**config.mk**
```make
export PLATFORM = sky130hd
export DESIGN_NAME = axi_lite_master_ctrl
export DESIGN_NICKNAME = d
export VERILOG_FILES = /design/src/rtl/axi_lite_pkg.sv /design/src/rtl/axi_lite_master_ctrl.sv
export SDC_FILE = /design/constraint.sdc
export NUM_CORES = 1
export LEC_CHECK = 0
export ABC_CLOCK_PERIOD_IN_PS = 2850
export BUFFER_PORTS_ARGS = -buffer_cell sky130_fd_sc_hd__clkbuf_2
export CAP_MARGIN = 40
export CORE_MARGIN = 2
export CORE_UTILIZATION = 45
export CTS_CLUSTER_SIZE = 16
export DETAILED_ROUTE_END_ITERATION = 8
export PLACE_DENSITY = 0.75
export RECOVER_POWER = 100
export SYNTH_ARGS = -nofsm -noshare
export SYNTH_HDL_FRONTEND = slang
export SYNTH_SLANG_ARGS = --single-unit
export TNS_END_PERCENT = 1
```
**constraint.sdc**
```tcl
create_clock -name aclk -period 2.85 [get_ports aclk]
set_clock_uncertainty 0.2 [all_clocks]
set_input_delay 0.57 -clock aclk [delete_from_list [all_inputs] [get_ports aclk]]
set_output_delay 0.57 -clock aclk [all_outputs]
set_load 0.03 [all_outputs]
```
**src/rtl/axi_lite_pkg.sv**
```systemverilog
// axi_lite_pkg: AXI4-Lite response codes and the master controller state encoding.
package axi_lite_pkg;
  localparam logic [1:0] AXI_RESP_OKAY   = 2'b00;
  localparam logic [1:0] AXI_RESP_EXOKAY = 2'b01;
  localparam logic [1:0] AXI_RESP_SLVERR = 2'b10;
  localparam logic [1:0] AXI_RESP_DECERR = 2'b11;
  typedef enum logic [2:0] {
    ST_IDLE,
    ST_WR_REQ,
    ST_RD_REQ,
    ST_WR_RESP,
    ST_RD_DATA,
    ST_RSP
  } state_e;
endpackage

```
**src/rtl/axi_lite_master_ctrl.sv**
```systemverilog
// axi_lite_master_ctrl: single-outstanding AXI4-Lite initiator turning one command into one
// write (AW+W+B) or read (AR+R) transaction and returning data, status and latency.
module axi_lite_master_ctrl
  import axi_lite_pkg::*;
#(
  parameter int ADDR_W = 32,
  parameter int DATA_W = 32,
  parameter int LAT_W  = 16
) (
  input  logic                aclk,
  input  logic                aresetn,
  input  logic                cmd_valid,
  output logic                cmd_ready,
  input  logic                cmd_write,
  input  logic [ADDR_W-1:0]   cmd_addr,
  input  logic [DATA_W-1:0]   cmd_wdata,
  input  logic [DATA_W/8-1:0] cmd_wstrb,
  output logic                rsp_valid,
  input  logic                rsp_ready,
  output logic                rsp_write,
  output logic [DATA_W-1:0]   rsp_rdata,
  output logic [1:0]          rsp_resp,
  output logic [LAT_W-1:0]    rsp_latency,
  output logic [ADDR_W-1:0]   axi_awaddr,
  output logic                axi_awvalid,
  input  logic                axi_awready,
  output logic [DATA_W-1:0]   axi_wdata,
  output logic [DATA_W/8-1:0] axi_wstrb,
  output logic                axi_wvalid,
  input  logic                axi_wready,
  input  logic [1:0]          axi_bresp,
  input  logic                axi_bvalid,
  output logic                axi_bready,
  output logic [ADDR_W-1:0]   axi_araddr,
  output logic                axi_arvalid,
  input  logic                axi_arready,
  input  logic [DATA_W-1:0]   axi_rdata,
  input  logic [1:0]          axi_rresp,
  input  logic                axi_rvalid,
  output logic                axi_rready
);
  state_e                state_q;
  logic                  cmd_ready_q, rsp_valid_q, write_q;
  logic                  awvalid_q, wvalid_q, arvalid_q, bready_q, rready_q;
  logic [ADDR_W-1:0]     addr_q;
  logic [DATA_W-1:0]     wdata_q, rdata_q;
  logic [DATA_W/8-1:0]   wstrb_q;
  logic [1:0]            resp_q;
  logic [LAT_W-1:0]      lat_q, lat_d;
  logic                  aw_done, w_done;
  always_comb begin
    lat_d   = &lat_q ? lat_q : lat_q + LAT_W'(1);
    aw_done = !awvalid_q || axi_awready;
    w_done  = !wvalid_q || axi_wready;
  end
  // A channel's own valid doubles as its "still pending" flag, so AW and W retire independently.
  always_ff @(posedge aclk or negedge aresetn) begin
    if (!aresetn) begin
      state_q     <= ST_IDLE;
      cmd_ready_q <= 1'b0;
      rsp_valid_q <= 1'b0;
      write_q     <= 1'b0;
      awvalid_q   <= 1'b0;
      wvalid_q    <= 1'b0;
      arvalid_q   <= 1'b0;
      bready_q    <= 1'b0;
      rready_q    <= 1'b0;
      addr_q      <= '0;
      wdata_q     <= '0;
      wstrb_q     <= '0;
      rdata_q     <= '0;
      resp_q      <= '0;
      lat_q       <= '0;
    end else begin
      case (state_q)
        ST_IDLE: begin
          cmd_ready_q <= !(cmd_valid && cmd_ready_q);
          if (cmd_valid && cmd_ready_q) begin
            addr_q    <= cmd_addr;
            wdata_q   <= cmd_wdata;
            wstrb_q   <= cmd_wstrb;
            write_q   <= cmd_write;
            lat_q     <= '0;
            awvalid_q <= cmd_write;
            wvalid_q  <= cmd_write;
            arvalid_q <= !cmd_write;
            state_q   <= cmd_write ? ST_WR_REQ : ST_RD_REQ;
          end
        end
        ST_WR_REQ: begin
          lat_q <= lat_d;
          if (axi_awready) awvalid_q <= 1'b0;
          if (axi_wready) wvalid_q <= 1'b0;
          if (aw_done && w_done) begin
            bready_q <= 1'b1;
            state_q  <= ST_WR_RESP;
          end
        end
        ST_RD_REQ: begin
          lat_q <= lat_d;
          if (axi_arready) begin
            arvalid_q <= 1'b0;
            rready_q  <= 1'b1;
            state_q   <= ST_RD_DATA;
          end
        end
        ST_WR_RESP: begin
          lat_q <= lat_d;
          if (axi_bvalid) begin
            resp_q      <= axi_bresp;
            rdata_q     <= '0;
            bready_q    <= 1'b0;
            rsp_valid_q <= 1'b1;
            state_q     <= ST_RSP;
          end
        end
        ST_RD_DATA: begin
          lat_q <= lat_d;
          if (axi_rvalid) begin
            resp_q      <= axi_rresp;
            rdata_q     <= axi_rdata;
            rready_q    <= 1'b0;
            rsp_valid_q <= 1'b1;
            state_q     <= ST_RSP;
          end
        end
        ST_RSP: begin
          if (rsp_ready) begin
            rsp_valid_q <= 1'b0;
            cmd_ready_q <= 1'b1;
            state_q     <= ST_IDLE;
          end
        end
        default: state_q <= ST_IDLE;
      endcase
    end
  end
  assign cmd_ready   = cmd_ready_q;
  assign rsp_valid   = rsp_valid_q;
  assign rsp_write   = write_q;
  assign rsp_rdata   = rdata_q;
  assign rsp_resp    = resp_q;
  assign rsp_latency = lat_q;
  assign axi_awaddr  = addr_q;
  assign axi_awvalid = awvalid_q;
  assign axi_wdata   = wdata_q;
  assign axi_wstrb   = wstrb_q;
  assign axi_wvalid  = wvalid_q;
  assign axi_bready  = bready_q;
  assign axi_araddr  = addr_q;
  assign axi_arvalid = arvalid_q;
  assign axi_rready  = rready_q;
endmodule

```
==> metrics.yaml, run 1 <==
status: "complete, but fails checks"
violations: "max-capacitance violations, max-slew violations"
cts_tree: "built"
use_met3: 0.0785
slew_violations: 130
cts_resized: 0
fp-row-count: 40
synth_compound_area_frac: 0.121
synth-simple-area-share: 0.0654
setup_tns_ns: 0
p_per_area_nw_per_um2: 1390
yosysUniqueCellTypes: 52
synthAdderAreaFrac: 0.00226
firstDrtPassIters: 4
fmax_ghz: 0.415
worstMarginPinSlew_ns: 1.74
drtAntennaViolNets: 0
antenna_found_initial: 0
r2r_cells: 5
grt_pass1_wl_mm: 20.8
grt_use_met2: 0.348
netlist_instances: 426
synthArstFlopShare: 1.00
period_minus_slack_ns: 2.41
yosysTopAreaCellShare: 0.584
cp_max_fo: 32
die_width_microns: 115
cts_max_level: 4
busiest_layer: "met2"
max-vdd-ir-drop_v: 0.000697
antenna_cells: 0
synth_top_family_by_area: "multiplexers"
via_per_inst: 5.21
timing.rr.end: "rsp_rdata[6]"
synth_area_sq_um: 5530
hp-class: "input pin to register"
rsz0062_at_grt: "false"
synth_flop_cell: "dfrtp_1"
slew_headroom: -0.160
crit_type: "register to register"
dp_cells: 798
ios: 272
grt_pass1_vias: 4157
ys_seq_elements: 129
grt_max_degree: 130
path_clk_slew_ns: 0.05
hold_depth: 2
r2r-start: "state_q[2]"
cts-hold-fix-buffers: 0
place_ws_ns: 0.600
r2r_slack_ns: 0.44
overflow: 0
synth_area_leaders: "dfrtp_1 58%, mux2_2 14%, a22o_1 5.2%"
final_layout_size_suffix_gt1_frac: 0.337
final_common_cell: "clkbuf_1"
core_sq_um: 12000
setup_slack_ns: 0.442
cp.required_ns: 2.98
gp_congestion: 0.810
fp.dieH_microns: 115
cellLeakagePower_uw: 0.00330
grt_usage: 0.202
dp_hpwl_mm: 9.75
drcViolationCount: 0
start_util: 0.460
drt-initial-drc-count: 197
grt_use_met1: 0.228
min_to: "rsp_rdata[21]"
muxShareOfSynthArea: 0.150
worstSkewPairLatency_ns: 0.40
cts_root_buffer: "clkbuf_16"
synth_area_leader_cell: "dfrtp_1"
synth_xor_area_frac: 0.00453
cts_made_buffers: 17
wirelength_mm: 13.6
vias: 4318
endpoint_kind: "register"
cts.path.max_buffers: 2
die_area_sq_um: 13200
worstSetupStartpointType: "register"
crit_arrival_ns: 2.54
setup_viol_count_final: 0
final_cell_count_no_fill: 829
post_synth.cell_area_avg_sq_um: 13.0
mostFrequentLayoutCells: "162 x clkbuf_1, 129 x dfrtp_1, 114 x clkbuf_2, 69 x mux2_2, 33 x a22o_1"
synth-edff-count: 0
wl_per_cell_microns: 16.5
synth_nets: 541
seq_area_frac_synth: 0.584
maxCapViolCount: 1
finalCritPeriodShare: 0.845
area_delta_synth_final_pct: 28.4
nNetsFinal: 785
clock_sinks: 129
io_buffers: 271
postCtsSetupBuffers: 0
worstHoldStart: "axi_rdata[21]"
synth_warnings: 0
hold_viol: 0
==> logic make-up after synthesis <==
logic type / Yosys count
DFF: 129
and+or+nand+nor: 68
xor gates and xnor gates: 2
buffers and inverters: 64
AOI/OAI and AO/OA: 88
muxes: 74
adders and majority gates: 1
==> registers in the layout, indices dropped and copies added, names as in the netlist <==
name,cells
axi_arvalid,1
rsp_valid,1
axi_wvalid,1
rsp_resp,2
axi_wstrb,4
axi_araddr,32
rsp_latency,16
rsp_write,1
axi_wdata,32
rsp_rdata,32
state_q,3
axi_bready,1
cmd_ready,1
axi_awvalid,1
axi_rready,1
==> routing by layer <==
layer	vias to the layer above	wire length (microns)
met4	0	263
met5	-	0
met3	27	1120
met2	174	6950
li1	1991	-
met1	2126	5300
==> how the worst max path moves through the flow <==
stage | start | to | slack [ns] | cells past startpoint
2_1_floorplan | rsp_latency[1] | rsp_latency[10] | 0.75 | 8
3_3_place_gp | rsp_latency[0] | rsp_latency[1] | 0.69 | 6
3_5_place_dp | rsp_latency[0] | rsp_latency[15] | 0.60 | 6
4_1_cts | rsp_latency[0] | rsp_latency[15] | 0.59 | 6
5_1_grt | state_q[2] | rsp_valid | 0.29 | 7
6_report | state_q[2] | rsp_rdata[6] | 0.44 | 5
==> report_power, final <==
part	switching, uW	leakage (uW)	internal (uW)
Sequential	592	0.00162	2650
Clock	755	0.000268	1230
Combinational	3350	0.00142	1300
Total	4690	0.00330	5180
==> metrics by stage <==
step | power [uW] | hold WS [ns] | util | cell area [sq um]
after floorplan | 6990 | 0.0744 | - | 5530
after global placement | 8120 | 0.268 | 0.566 | 6800
after detailed placement | 8240 | 0.270 | 0.566 | 6800
after CTS | 10300 | 0.107 | 0.612 | 7350
after global routing | 10400 | 0.175 | 0.591 | 7100
final | 9880 | 0.189 | 0.591 | 7100
==> cell type report <==
cell class | count | area, sq um
Multi-Input combinational cell | 233 | 1880
Clock buffer | 21 | 460
Inverter | 10 | 37.5
Tap cell | 147 | 184
Clock inverter | 10 | 87.6
Sequential cell | 129 | 3230
Timing Repair Buffer | 279 | 1220
Fill cell | 1075 | 4910
==> synth_stat cells (2+ instances only) <==
master,n
a21oi_1,11
and2_1,2
nand3_1,5
buf_2,10
a31oi_1,10
nor2_1,9
inv_1,10
a41oi_1,4
nand2b_1,4
and3_1,4
buf_6,2
nor3_1,2
o21ai_0,12
mux2_2,69
buf_4,37
dfrtp_1,129
clkbuf_1,4
mux2i_1,5
o21ai_1,2
a22o_1,33
a211oi_1,2
nand2_1,28
and2_2,2
nor2b_1,2
==> worst max-delay path, stage by stage (launching register included) <==
cell and delay (ns):
dfrtp_1 0.58, clkbuf_1 0.36, nand2_1 0.18, nor3_4 0.16, clkbuf_2 0.56, a22o_1 0.29
Note: power is estimated with default switching activity, not from simulation.
==> run 2: changes to the inputs <==
--- a/config.mk
+++ b/config.mk
@@ -5,14 +5,14 @@
 export SDC_FILE = /design/constraint.sdc
 export NUM_CORES = 1
 export LEC_CHECK = 0
-export ABC_CLOCK_PERIOD_IN_PS = 2850
+export ABC_CLOCK_PERIOD_IN_PS = 2200
 export BUFFER_PORTS_ARGS = -buffer_cell sky130_fd_sc_hd__clkbuf_2
 export CAP_MARGIN = 40
 export CORE_MARGIN = 2
-export CORE_UTILIZATION = 45
+export CORE_UTILIZATION = 42
 export CTS_CLUSTER_SIZE = 16
 export DETAILED_ROUTE_END_ITERATION = 8
-export PLACE_DENSITY = 0.75
+export PLACE_DENSITY = 0.73
 export RECOVER_POWER = 100
 export SYNTH_ARGS = -nofsm -noshare
 export SYNTH_HDL_FRONTEND = slang
==> constraint.sdc (replaced) <==
create_clock -name aclk -period 2.2 [get_ports aclk]
set_clock_uncertainty 0.2 [all_clocks]
set_input_delay 0.44 -clock aclk [delete_from_list [all_inputs] [get_ports aclk]]
set_output_delay 0.44 -clock aclk [all_outputs]
set_load 0.03 [all_outputs]
==> metrics.yaml, run 2 (synthesized netlist as in run 1, its figures left out) <==
status: "complete, no violations"
antenna_cells: 0
core_sq_um: 12700
rsz0062_at_grt: "false"
final_layout_size_suffix_gt1_frac: 0.353
slew_headroom: 0.540
worstHoldStart: "axi_rdata[10]"
vias: 4384
maxCapViolCount: 0
period_minus_slack_ns: 1.97
area_delta_synth_final_pct: 32.9
fp.dieH_microns: 119
finalCritPeriodShare: 0.896
drcViolationCount: 0
die_area_sq_um: 14100
die_width_microns: 119
startpoint: "rsp_latency[0]"
cts.path.max_buffers: 2
drtAntennaViolNets: 0
crit_type: "register to register"
hp-class: "input pin to register"
cts_made_buffers: 17
start_util: 0.435
overflow: 0
cp_max_fo: 15
mostFrequentLayoutCells: "161 x clkbuf_1, 129 x dfrtp_1, 112 x clkbuf_2, 69 x mux2_2, 33 x a22o_1"
setup_tns_ns: 0
fmax_ghz: 0.507
clock_sinks: 129
grt_pass1_wl_mm: 22.7
gp_congestion: 0.843
ios: 272
fillCellCount: 1181
dp_hpwl_mm: 10.6
wirelength_mm: 14.2
final_common_cell: "clkbuf_1"
slew_violations: 0
max-vdd-ir-drop_v: 0.000702
cp.required_ns: 2.33
wl_per_cell_microns: 16.4
hold_viol: 0
cts_max_level: 4
via_per_inst: 5.06
nNetsFinal: 798
antenna_found_initial: 0
cellLeakagePower_uw: 0.00340
worstSkewPairLatency_ns: 0.40
cts_tree: "built"
setup_viol_count_final: 0
crit_arrival_ns: 2.10
grt_max_degree: 76
worstSetupStartpointType: "register"
cts_root_buffer: "clkbuf_16"
path_clk_slew_ns: 0.06
r2r-start: "rsp_latency[0]"
seqCellArea_sq_um: 3230
fp-row-count: 41
firstDrtPassIters: 5
multi_input_area_sq_um: 1910
worst_hold_slack_ns: 0.0574
endpoint_kind: "register"
drt-initial-drc-count: 242
worstMarginPinSlew_ns: 0.690
grt_usage: 0.206
postCtsSetupBuffers: 0
grt_pass1_vias: 4316
io_buffers: 271
p_per_area_nw_per_um2: 1800
run 2: changes by cell type in the layout (fill, tap and decap cells not counted), moves of 2 or more:
cell / delta
buf_12: +2
buf_4: +12
bufinv_16: +2
clkbuf_2: -2
clkbuf_4: -2
clkinv_2: -2
clkinvlp_4: +2
inv_6: +2
run 2: worst max-delay path, cell delays in order, from the launching register on:
cell	delay (ns)
dfrtp_1	0.38
ha_1	0.22
and3_1	0.23
nand3_4	0.11
nor2_1	0.09
o22ai_4	0.41
mux2i_1	0.25
run 2: path summary, 6_finish.rpt:
kind                                   to  slack, ns  cells after the start
setup / recovery           rsp_latency[1]       0.23                      6
max in group asynchronous  rsp_latency[5]       0.44                      3
hold / removal              rsp_rdata[10]       0.06                      2
min in group asynchronous    rsp_rdata[6]       0.35                      2
hold reg to reg               rsp_resp[0]       0.29                      2
setup reg to reg           rsp_latency[1]       0.23                      6
run 2: what timing repair did:
item                                    4_1_cts  5_1_grt
hold endpoints to repair                     51        0
hold buffers                                  1        0
endpoints found under the setup margin        0       12
resized for setup                             0        1
run 2: area by class of cell:
cell class                 count  share of cell area
tap                          172              0.0293
clock buffer                  18              0.0598
multi-input combinational    233               0.261
inverter                      10             0.00511
sequential                   129               0.439
timing repair buffer         292               0.184
clock inverter                13              0.0220
run 2: metal layers:
layer / global-route usage / share of wire
met5: 0 / 0
met4: 0.0610 / 0.013
met3: 0.0719 / 0.082
met2: 0.352 / 0.52
met1: 0.244 / 0.39
run 2: power by group:
part           leakage (uW)  switching, uW  internal, uW
clock network      0.000285           1010          1810
logic               0.00150           4410          1830
registers           0.00162            720          3430
run 2: stage by stage:
step | power [uW] | setup WS (ns) | cells | utilization | instance area [sq um]
floorplan | 9050 | 0.0968 | 426 | - | 5530
global placement | 10700 | 0.148 | 835 | 0.546 | 6950
detailed placement | 10800 | 0.0673 | 835 | 0.546 | 6950
CTS | 13700 | 0.0600 | 867 | 0.594 | 7560
global route | 14000 | 0.0995 | 867 | 0.577 | 7350
finish | 13200 | 0.228 | 867 | 0.577 | 7350
